## src/rtl/interrupt_sequencer.sv

```systemverilog
// rtl/interrupt_sequencer.sv - 6502 BRK/IRQ/NMI entry sequencer: push PC and P, fetch vector, load PC.
// The NMI edge detector and 0xFFFA vector path exist only with INTERRUPT_SEQUENCER_NMI_EN defined.
module interrupt_sequencer (
  input  logic        i_clk,
  input  logic        i_reset,
  input  logic        i_sync,
  input  logic        i_brk,
  input  logic        i_irq_n,
  input  logic        i_nmi_n,
  input  logic        i_rdy,
  input  logic [7:0]  i_p,
  input  logic [15:0] i_pc,
  input  logic [7:0]  i_sp,
  input  logic [7:0]  i_data,
  output logic        o_busy,
  output logic [15:0] o_address,
  output logic        o_rw,
  output logic [7:0]  o_db,
  output logic        o_sp_dec,
  output logic [15:0] o_pc,
  output logic        o_pc_load,
  output logic        o_set_i
);

  typedef enum logic [2:0] {
    S_IDLE, S_PUSH_PCH, S_PUSH_PCL, S_PUSH_P, S_VEC_LO, S_VEC_HI, S_LOAD
  } state_t;

  typedef enum logic [1:0] {SRC_BRK, SRC_IRQ, SRC_NMI} src_t;

  state_t      state_q, state_d;
  src_t        src_q, src_d;
  logic [15:0] pc_q, pc_d;
  logic [7:0]  p_q, p_d;
  logic [7:0]  sp_q, sp_d;
  logic [7:0]  lo_q, lo_d;

  logic        busy_q, busy_d;
  logic [15:0] addr_q, addr_d;
  logic        rw_q, rw_d;
  logic [7:0]  db_q, db_d;
  logic        sp_dec_q, sp_dec_d;
  logic [15:0] pc_out_q, pc_out_d;
  logic        pc_load_q, pc_load_d;
  logic        set_i_q, set_i_d;

  logic        nmi_req;
  logic        accept_nmi;
  logic        accept;
  logic [15:0] vec_base;
  logic [7:0]  sp_m1, sp_m2;
  logic [7:0]  p_push;

`ifdef INTERRUPT_SEQUENCER_NMI_EN
  logic nmi_prev_q, nmi_pending_q, nmi_pending_d, nmi_edge;

  assign nmi_edge = nmi_prev_q & ~i_nmi_n;
  // An edge arriving on the accepting cycle is serviced directly instead of being latched.
  assign nmi_req  = nmi_pending_q | nmi_edge;

  always_comb begin
    nmi_pending_d = nmi_pending_q | nmi_edge;
    if (accept_nmi) begin
      nmi_pending_d = nmi_pending_q & nmi_edge;
    end
  end

  always_ff @(negedge i_clk or posedge i_reset) begin
    if (i_reset) begin
      nmi_prev_q    <= 1'b0;
      nmi_pending_q <= 1'b0;
    end else begin
      nmi_prev_q    <= i_nmi_n;
      nmi_pending_q <= nmi_pending_d;
    end
  end
`else
  logic [1:0] unused_nmi;
  assign unused_nmi = {i_nmi_n, accept_nmi};
  assign nmi_req    = 1'b0;
`endif

  assign vec_base = (src_q == SRC_NMI) ? 16'hFFFA : 16'hFFFE;
  assign sp_m1    = sp_q - 8'd1;
  assign sp_m2    = sp_q - 8'd2;
  assign p_push   = {p_q[7:6], 1'b1, (src_q == SRC_BRK), p_q[3:0]};

  // Outputs are computed for the state being entered and registered with it.
  always_comb begin
    state_d    = state_q;
    src_d      = src_q;
    pc_d       = pc_q;
    p_d        = p_q;
    sp_d       = sp_q;
    lo_d       = lo_q;
    busy_d     = 1'b0;
    addr_d     = 16'h0000;
    rw_d       = 1'b1;
    db_d       = 8'h00;
    sp_dec_d   = 1'b0;
    pc_out_d   = pc_out_q;
    pc_load_d  = 1'b0;
    set_i_d    = 1'b0;
    accept     = 1'b0;
    accept_nmi = 1'b0;

    case (state_q)
      S_IDLE: begin
        if (i_sync) begin
          if (nmi_req) begin
            accept     = 1'b1;
            accept_nmi = 1'b1;
            src_d      = SRC_NMI;
          end else if (!i_irq_n && !i_p[2]) begin
            accept = 1'b1;
            src_d  = SRC_IRQ;
          end else if (i_brk) begin
            accept = 1'b1;
            src_d  = SRC_BRK;
          end
        end
        if (accept) begin
          state_d  = S_PUSH_PCH;
          pc_d     = i_pc;
          p_d      = i_p;
          sp_d     = i_sp;
          busy_d   = 1'b1;
          addr_d   = {8'h01, i_sp};
          rw_d     = 1'b0;
          db_d     = i_pc[15:8];
          sp_dec_d = 1'b1;
        end
      end
      S_PUSH_PCH: begin
        state_d  = S_PUSH_PCL;
        busy_d   = 1'b1;
        addr_d   = {8'h01, sp_m1};
        rw_d     = 1'b0;
        db_d     = pc_q[7:0];
        sp_dec_d = 1'b1;
      end
      S_PUSH_PCL: begin
        state_d  = S_PUSH_P;
        busy_d   = 1'b1;
        addr_d   = {8'h01, sp_m2};
        rw_d     = 1'b0;
        db_d     = p_push;
        sp_dec_d = 1'b1;
      end
      S_PUSH_P: begin
        state_d = S_VEC_LO;
        busy_d  = 1'b1;
        addr_d  = vec_base;
      end
      S_VEC_LO: begin
        busy_d = 1'b1;
        addr_d = vec_base;
        if (i_rdy) begin
          lo_d    = i_data;
          state_d = S_VEC_HI;
          addr_d  = vec_base | 16'h0001;
        end
      end
      S_VEC_HI: begin
        busy_d = 1'b1;
        addr_d = vec_base | 16'h0001;
        if (i_rdy) begin
          state_d   = S_LOAD;
          addr_d    = 16'h0000;
          pc_out_d  = {i_data, lo_q};
          pc_load_d = 1'b1;
          set_i_d   = 1'b1;
        end
      end
      S_LOAD: begin
        state_d = S_IDLE;
      end
      default: begin
        state_d = S_IDLE;
      end
    endcase
  end

  always_ff @(negedge i_clk or posedge i_reset) begin
    if (i_reset) begin
      state_q   <= S_IDLE;
      src_q     <= SRC_BRK;
      pc_q      <= 16'h0000;
      p_q       <= 8'h00;
      sp_q      <= 8'h00;
      lo_q      <= 8'h00;
      busy_q    <= 1'b0;
      addr_q    <= 16'h0000;
      rw_q      <= 1'b1;
      db_q      <= 8'h00;
      sp_dec_q  <= 1'b0;
      pc_out_q  <= 16'h0000;
      pc_load_q <= 1'b0;
      set_i_q   <= 1'b0;
    end else begin
      state_q   <= state_d;
      src_q     <= src_d;
      pc_q      <= pc_d;
      p_q       <= p_d;
      sp_q      <= sp_d;
      lo_q      <= lo_d;
      busy_q    <= busy_d;
      addr_q    <= addr_d;
      rw_q      <= rw_d;
      db_q      <= db_d;
      sp_dec_q  <= sp_dec_d;
      pc_out_q  <= pc_out_d;
      pc_load_q <= pc_load_d;
      set_i_q   <= set_i_d;
    end
  end

  assign o_busy    = busy_q;
  assign o_address = addr_q;
  assign o_rw      = rw_q;
  assign o_db      = db_q;
  assign o_sp_dec  = sp_dec_q;
  assign o_pc      = pc_out_q;
  assign o_pc_load = pc_load_q;
  assign o_set_i   = set_i_q;

endmodule

```

## config.mk

```make
export PLATFORM = sky130hd
export DESIGN_NAME = interrupt_sequencer
export DESIGN_NICKNAME = d
export VERILOG_FILES = /design/src/rtl/interrupt_sequencer.sv
export SDC_FILE = /design/constraint.sdc
export NUM_CORES = 1
export LEC_CHECK = 0
export CAP_MARGIN = 20
export CORE_MARGIN = 2
export CORE_UTILIZATION = 35
export DETAILED_ROUTE_END_ITERATION = 16
export PLACE_DENSITY_LB_ADDON = 0.25
export SYNTH_ARGS = -nofsm -noshare
export SYNTH_HDL_FRONTEND = slang
export SYNTH_SLANG_ARGS = --single-unit
```

## constraint.sdc

```tcl
create_clock -name i_clk -period 5.1 [get_ports i_clk]
set_input_delay 0.51 -clock i_clk [delete_from_list [all_inputs] [get_ports i_clk]]
set_output_delay 0.51 -clock i_clk [all_outputs]
set_load 0.01 [all_outputs]
```

==> results of run 1 <==
==> final cells by class <==
type                    instances  share of cell area [%]
clock buffers                  12                    3.43
clock inverters                 5                    2.27
inverters                      15                    1.25
multi-input cells             189                    28.5
flip-flops and latches         72                    39.9
well taps                     111                    3.07
repair buffers                 97                    21.6
==> worst register-to-register path: stages, from the launching register on <==
cell and delay (ns):
dfrtn_1 0.81, nor3b_2 0.90, a22o_1 0.31, mux2i_1 0.09, a31oi_1 0.18
==> path summary, 6_finish.rpt <==
path,to,slack (ns),cells past startpoint,from
setup / recovery,o_rw,0.64,1,o_rw
hold / removal,p_q[2],0.42,2,p_q[2]
setup reg to reg,o_address[4],2.82,4,state_q[0]
hold reg to reg,p_q[2],0.42,2,p_q[2]
max in group asynchronous,o_address[4],1.59,3,i_reset
min in group asynchronous,o_db[5],2.96,2,i_reset
==> synth_stat cells, types with 2 or more instances <==
master	instances
nor3b_1	2
nor2_1	11
nor3b_2	2
a31oi_1	7
ha_1	7
a211o_1	2
a22o_1	2
a221o_1	2
nor2b_1	3
mux2_2	12
a222oi_1	7
or3b_1	2
buf_2	9
mux2_1	12
mux2i_1	2
o21bai_1	2
nor3_1	4
o21ai_1	3
clkbuf_1	6
a21oi_1	7
dfrtn_1	71
nand2_1	65
o21a_1	3
o21ai_0	7
inv_1	16
xnor2_1	2
a211oi_1	3
buf_4	9
==> sequential cells by signal, indices dropped and copies added (netlist names), 3 cells and up <==
name,count
lo_q,8
sp_q,8
p_q,6
o_address,10
o_pc,16
state_q,3
o_db,8
pc_q,8
==> per-layer routing <==
layer  vias to the layer above  share of wire (%)  global-route usage [%]
met5                         -                  0                       0
met4                         0               0.66                    4.37
met3                         6                7.2                    3.81
met2                        75                 46                    24.1
met1                      1209                 46                    19.5
li1                       1206                  -                       -
==> cells in the final DEF (no fill, tap or decap), types with 2 or more instances in the layout <==
cell             count
mux2_1              12
a221o_1              2
a222oi_1             7
mux2_2              12
bufinv_16            3
o21a_1               3
ha_1                 7
buf_4                6
nor3b_1              2
nor2b_1              3
nor2_1              11
clkbuf_8            11
xnor2_1              2
a211o_1              2
a31oi_1              7
nor3_1               4
nor3b_2              2
mux2i_1              2
o21bai_1             2
buf_12               2
a22o_1               2
o21ai_1              3
or3b_1               2
clkdlybuf4s50_1     88
nand2_1             65
dfrtn_1             71
inv_1               15
o21ai_0              7
a211oi_1             3
a21oi_1              7
==> stage by stage <==
step | total power, W | area, um2
CTS | 0.00275 | 4510
floorplan | 0.00172 | 3300
global placement | 0.00216 | 4250
global route | 0.00293 | 4520
finish | 0.00273 | 4520
detailed placement | 0.00217 | 4250
==> cell families after synthesis <==
group,count (synthesis)
and+or+nand+nor,98
DFF,72
AOI/OAI and AO/OA,56
buffers and inverters,41
muxes,26
adders and majority gates,7
xor gates and xnor gates,2
==> power by group through the flow <==
stage | combinational [W] | clock, W | sequential [W]
detailed placement | 0.00111 | 0.00000245 | 0.00106
global placement | 0.00110 | 0.00000245 | 0.00105
finish | 0.00111 | 0.000568 | 0.00105
CTS | 0.00112 | 0.000585 | 0.00105
global route | 0.00123 | 0.000609 | 0.00109
floorplan | 0.000667 | 0.00000245 | 0.00105
==> flow_summary.toml, run 1 <==
[outcome]
status = "complete, no violations"

[setup_path]
worst_path_largest_cell_delay_ns = 0.54
cp.buffers_inverters = 1
critical-path-slowest-cell = "clkdlybuf4s50_1"
arrival_ns = 3.95
setup.worst_path.end_class = "output port"
crit_chain = "clkdlybuf4s50_1"
path_class = "flop to output port"
worstPathMaxFanout = 1
startpoint_type = "flop"
critical_path.top_delay_family = "buffers and inverters"
required_ns = 4.59

[synthesis]
synthCells = 302
netlist_area_um2 = 3300
synth_cell_types = 50
synth-compound-area-share_pct = 13.2
synth_adder_area_share_pct = 2.66
async_reset_ff_share_pct = 100
synth-seq-cells = 72
synth-main-ff-cell = "dfrtn_1"
synth_area_leaders = "dfrtn_1 (54%), nand2_1 (7.4%), mux2_1 (4.1%)"
synth_top_area_share_pct = 53.9
synth_area_per_cell_um2 = 10.9
synth_top_family_by_area = "simple AND/OR/NAND/NOR gates"
synth_simple_gate_area_share_pct = 13.9
yosys.area.top_type = "dfrtn_1"
synth_nets = 356
yosys_warnings = 0
synth_edf_count = 0
ys_seq_area_share_pct = 54.7
yosys.area_share.xor_xnor_pct = 0.532
synth_mux_area_share_pct = 8.81

[layout]
nets = 439
antenna_cells = 0
area_growth_pct = 37.1
instances_no_fill = 501
layout-drive-gt1-share_pct = 12.8
final_core_util_pct = 49.1
multiInputGateArea_um2 = 1290
n_fill_cell = 860
regArea_um2 = 1800

[placement]
place.gp.congestion = 0.832
place_hpwl_um = 5020
port_buffers = 88
dp_slack_ns = 0.285
placed_cells = 484

[clock_network]
cts_buffer_depth = 2
cts.sinks = 72
ctsResizeCount = 0
cts_buffers = 9
postCtsHoldBufs = 0
clk_pin_slew_worst_paths_ns = 0.05
clkLatencyLatePin_ns = 0.37
cts_root_buf = "clkbuf_8"
cts_setup_buffers = 0
cts_tree = "built"
htreeDepth = 3

[power_and_ir_drop]
p_per_area_nw_per_um2 = 603
switching_share_pct = 33.1
leakagePower_nw = 2.06
combPwrFrac_pct = 40.8
peakVddDrop_v = 0.000231
p_switching_w = 0.000903
intPower_w = 0.00182
pwr-share-clk_pct = 20.8
power_frac_seq_pct = 38.4

[floorplan]
die_y_um = 101
dieArea_um2 = 10200
chipWidth_um = 101
start_util_pct = 35.8
core_um2 = 9200
rows = 35
io_pins = 92

[sta]
fin_ws_ns = 0.635
tightestPinTransition_ns = 0.978
setup_viol = 0
relSlewSlack_pct = 34.5
hold_viol_final = 0
rsz0062_at_grt = "false"
finClkSkew_ns = 0.0473
hold_ws_ns = 0.425
drv_slew = 0
setup-tns-final_ns = 0

[routing]
vias = 2496
first_iter_violations = 95
antenna_left = 0
vias_per_cell = 4.98
drc = 0
wire_per_inst_um = 14.4
wl_um = 7220
drt_pre_antenna_iters = 5

[worst_hold_path]
min_path_type = "flop to flop"

[global_route]
grt_pass1_wl_um = 11900
gr-total-overflow = 0
grt_pass1_vias = 2450
grt_max_degree = 31
grt_util_all_layers_pct = 14.8
antenna_found_initial = 0

[run]
max_cap_violations = 0
No activity file was read; power rests on OpenSTA's default activity.
==> run 2, diff against run 1 <==
--- a/config.mk
+++ b/config.mk
@@ -6,10 +6,13 @@
 export NUM_CORES = 1
 export LEC_CHECK = 0
 export CAP_MARGIN = 20
+export CORE_ASPECT_RATIO = 1.75
 export CORE_MARGIN = 2
 export CORE_UTILIZATION = 35
+export CTS_BUF_LIST = sky130_fd_sc_hd__clkbuf_16
 export DETAILED_ROUTE_END_ITERATION = 16
 export PLACE_DENSITY_LB_ADDON = 0.25
+export SLEW_MARGIN = 20
 export SYNTH_ARGS = -nofsm -noshare
 export SYNTH_HDL_FRONTEND = slang
 export SYNTH_SLANG_ARGS = --single-unit
==> run 2 against run 1 <==
Worst setup slack lost 0.0012 ns. Sequential share of layout area shrank 0.14 points. Clock power shrank 5.8%. Sequential power is essentially flat.
==> flow_summary.toml, run 2 (synthesis gave the netlist of run 1 again) <==
[routing]
drt_pre_antenna_iters = 4
drc = 0
vias = 2494
wl_um = 7260
vias_per_cell = 4.88
wire_per_inst_um = 14.2
first_iter_violations = 75
antenna_left = 0

[layout]
antenna_cells = 0
layout-drive-gt1-share_pct = 12.3
nets = 440
final_common_cell = "clkdlybuf4s50_1"
n_fill_cell = 870
largest_reg_flops = 16
layout_common_cells = "clkdlybuf4s50_1 (88), dfrtn_1 (71), nand2_1 (65), inv_1 (16)"
area_growth_pct = 37.6

[sta]
drv_slew = 0
hold_viol_final = 0
finClkSkew_ns = 0.0395
setup_viol = 0
setup-tns-final_ns = 0
relSlewSlack_pct = 56.1
hold_ws_ns = 0.424
fin_ws_ns = 0.634
tightestPinTransition_ns = 0.659
rsz0062_at_grt = "false"

[power_and_ir_drop]
power_frac_seq_pct = 38.8
leakagePower_nw = 2.06
peakVddDrop_v = 0.000252
combPwrFrac_pct = 41.5
p_per_area_nw_per_um2 = 598
intPower_w = 0.00179
switching_share_pct = 33.8
p_switching_w = 0.000916
pwr-share-clk_pct = 19.7

[setup_path]
critical_path.top_delay_family = "buffers and inverters"
critical-path-slowest-cell = "clkdlybuf4s50_1"
required_ns = 4.59
r2r_start = "state_q[0]"
r2r-end = "o_pc[7]"
worstPathMaxFanout = 1
reg2reg_depth = 3
setup.worst_path.end_class = "output port"
path_class = "flop to output port"
worst_path_largest_cell_delay_ns = 0.53
startpoint_type = "flop"
arrival_ns = 3.96
cp.buffers_inverters = 1
crit_chain = "clkdlybuf4s50_1"
rrSetupSlack_ns = 2.82

[placement]
place.gp.congestion = 0.798
dp_slack_ns = 0.293
place_hpwl_um = 5240
port_buffers = 88

[floorplan]
rows = 46
io_pins = 92
core_um2 = 9090
start_util_pct = 36.2
dieArea_um2 = 10200
chipWidth_um = 77.4
die_y_um = 132

[clock_network]
cts_buffer_depth = 2
htreeDepth = 3
ctsResizeCount = 0
cts_buffers = 9
cts.sinks = 72
cts_setup_buffers = 0
clk_pin_slew_worst_paths_ns = 0.04
cts_tree = "built"
cts_root_buf = "clkbuf_16"
postCtsHoldBufs = 0
clkLatencyLatePin_ns = 0.37

[global_route]
grt.busiest_layer = "met2"
antenna_found_initial = 0
grt_util_all_layers_pct = 15.4
grt_use_met3_pct = 3.77
grt_max_degree = 41
grt_use_met2_pct = 25.7
grt_pass1_vias = 2610
gr-total-overflow = 0
grt_pass1_wl_um = 12400
grtUsageMet1_pct = 17.4

[outcome]
status = "complete, no violations"

[worst_hold_path]
min-delay-start = "pc_q[4]"
min_path_type = "flop to flop"
min_path_cells = 2
hold_path_end = "pc_q[4]"

[run]
max_cap_violations = 0
## run 2: per-stage QoR
step	util (%)	cell area (um2)	cells	total power, W
after floorplan	-	3300	302	0.00172
after global placement	47.1	4280	495	0.00217
after detailed placement	47.1	4280	495	0.00220
after CTS	49.9	4540	511	0.00275
after global routing	49.9	4540	511	0.00291
final	49.9	4540	511	0.00271
## run 2: how the worst max path moves through the flow
stage             from  slack [ns]  depth (start not counted)       end
2_1_floorplan  i_reset        0.33                          1   lo_q[0]
3_3_place_gp     i_rdy        0.32                          3  o_pc[15]
3_5_place_dp     i_rdy        0.29                          4   lo_q[1]
4_1_cts           o_rw        0.61                          1      o_rw
5_1_grt          i_rdy        0.53                          4   lo_q[4]
6_report          o_rw        0.63                          1      o_rw
## run 2: power groups by stage
stage / clock (W) / combinational (W) / sequential [W]
floorplan: 0.00000245 / 0.000667 / 0.00105
global placement: 0.00000245 / 0.00112 / 0.00105
detailed placement: 0.00000245 / 0.00114 / 0.00106
CTS: 0.000556 / 0.00115 / 0.00105
global route: 0.000584 / 0.00123 / 0.00110
finish: 0.000535 / 0.00112 / 0.00105
## run 2: layout make-up
| class | count | area [um2] | area share, % |
|---|---|---|---|
| Clock inverter | 8 | 33.8 | 0.745 |
| Tap cell | 120 | 150 | 3.31 |
| Multi-Input combinational cell | 189 | 1290 | 28.4 |
| Inverter | 15 | 56.3 | 1.24 |
| Sequential cell | 72 | 1800 | 39.8 |
| Clock buffer | 9 | 225 | 4.97 |
| Timing Repair Buffer | 98 | 981 | 21.6 |
## run 2: layer usage
| layer | share of wire (%) | vias up |
|---|---|---|
| met2 | 51 | 93 |
| met5 | 0 | - |
| met4 | 3.8 | 0 |
| met1 | 40 | 1167 |
| met3 | 5.5 | 19 |
| li1 | - | 1215 |
==> run 3, diff against run 2 <==
--- a/config.mk
+++ b/config.mk
@@ -12,6 +12,7 @@
 export CTS_BUF_LIST = sky130_fd_sc_hd__clkbuf_16
 export DETAILED_ROUTE_END_ITERATION = 16
 export PLACE_DENSITY_LB_ADDON = 0.25
+export SKIP_CTS_REPAIR_TIMING = 1
 export SLEW_MARGIN = 20
 export SYNTH_ARGS = -nofsm -noshare
 export SYNTH_HDL_FRONTEND = slang
==> results of run 3 <==
No change in the layout: final DEF, timing and power equal those of run 2.
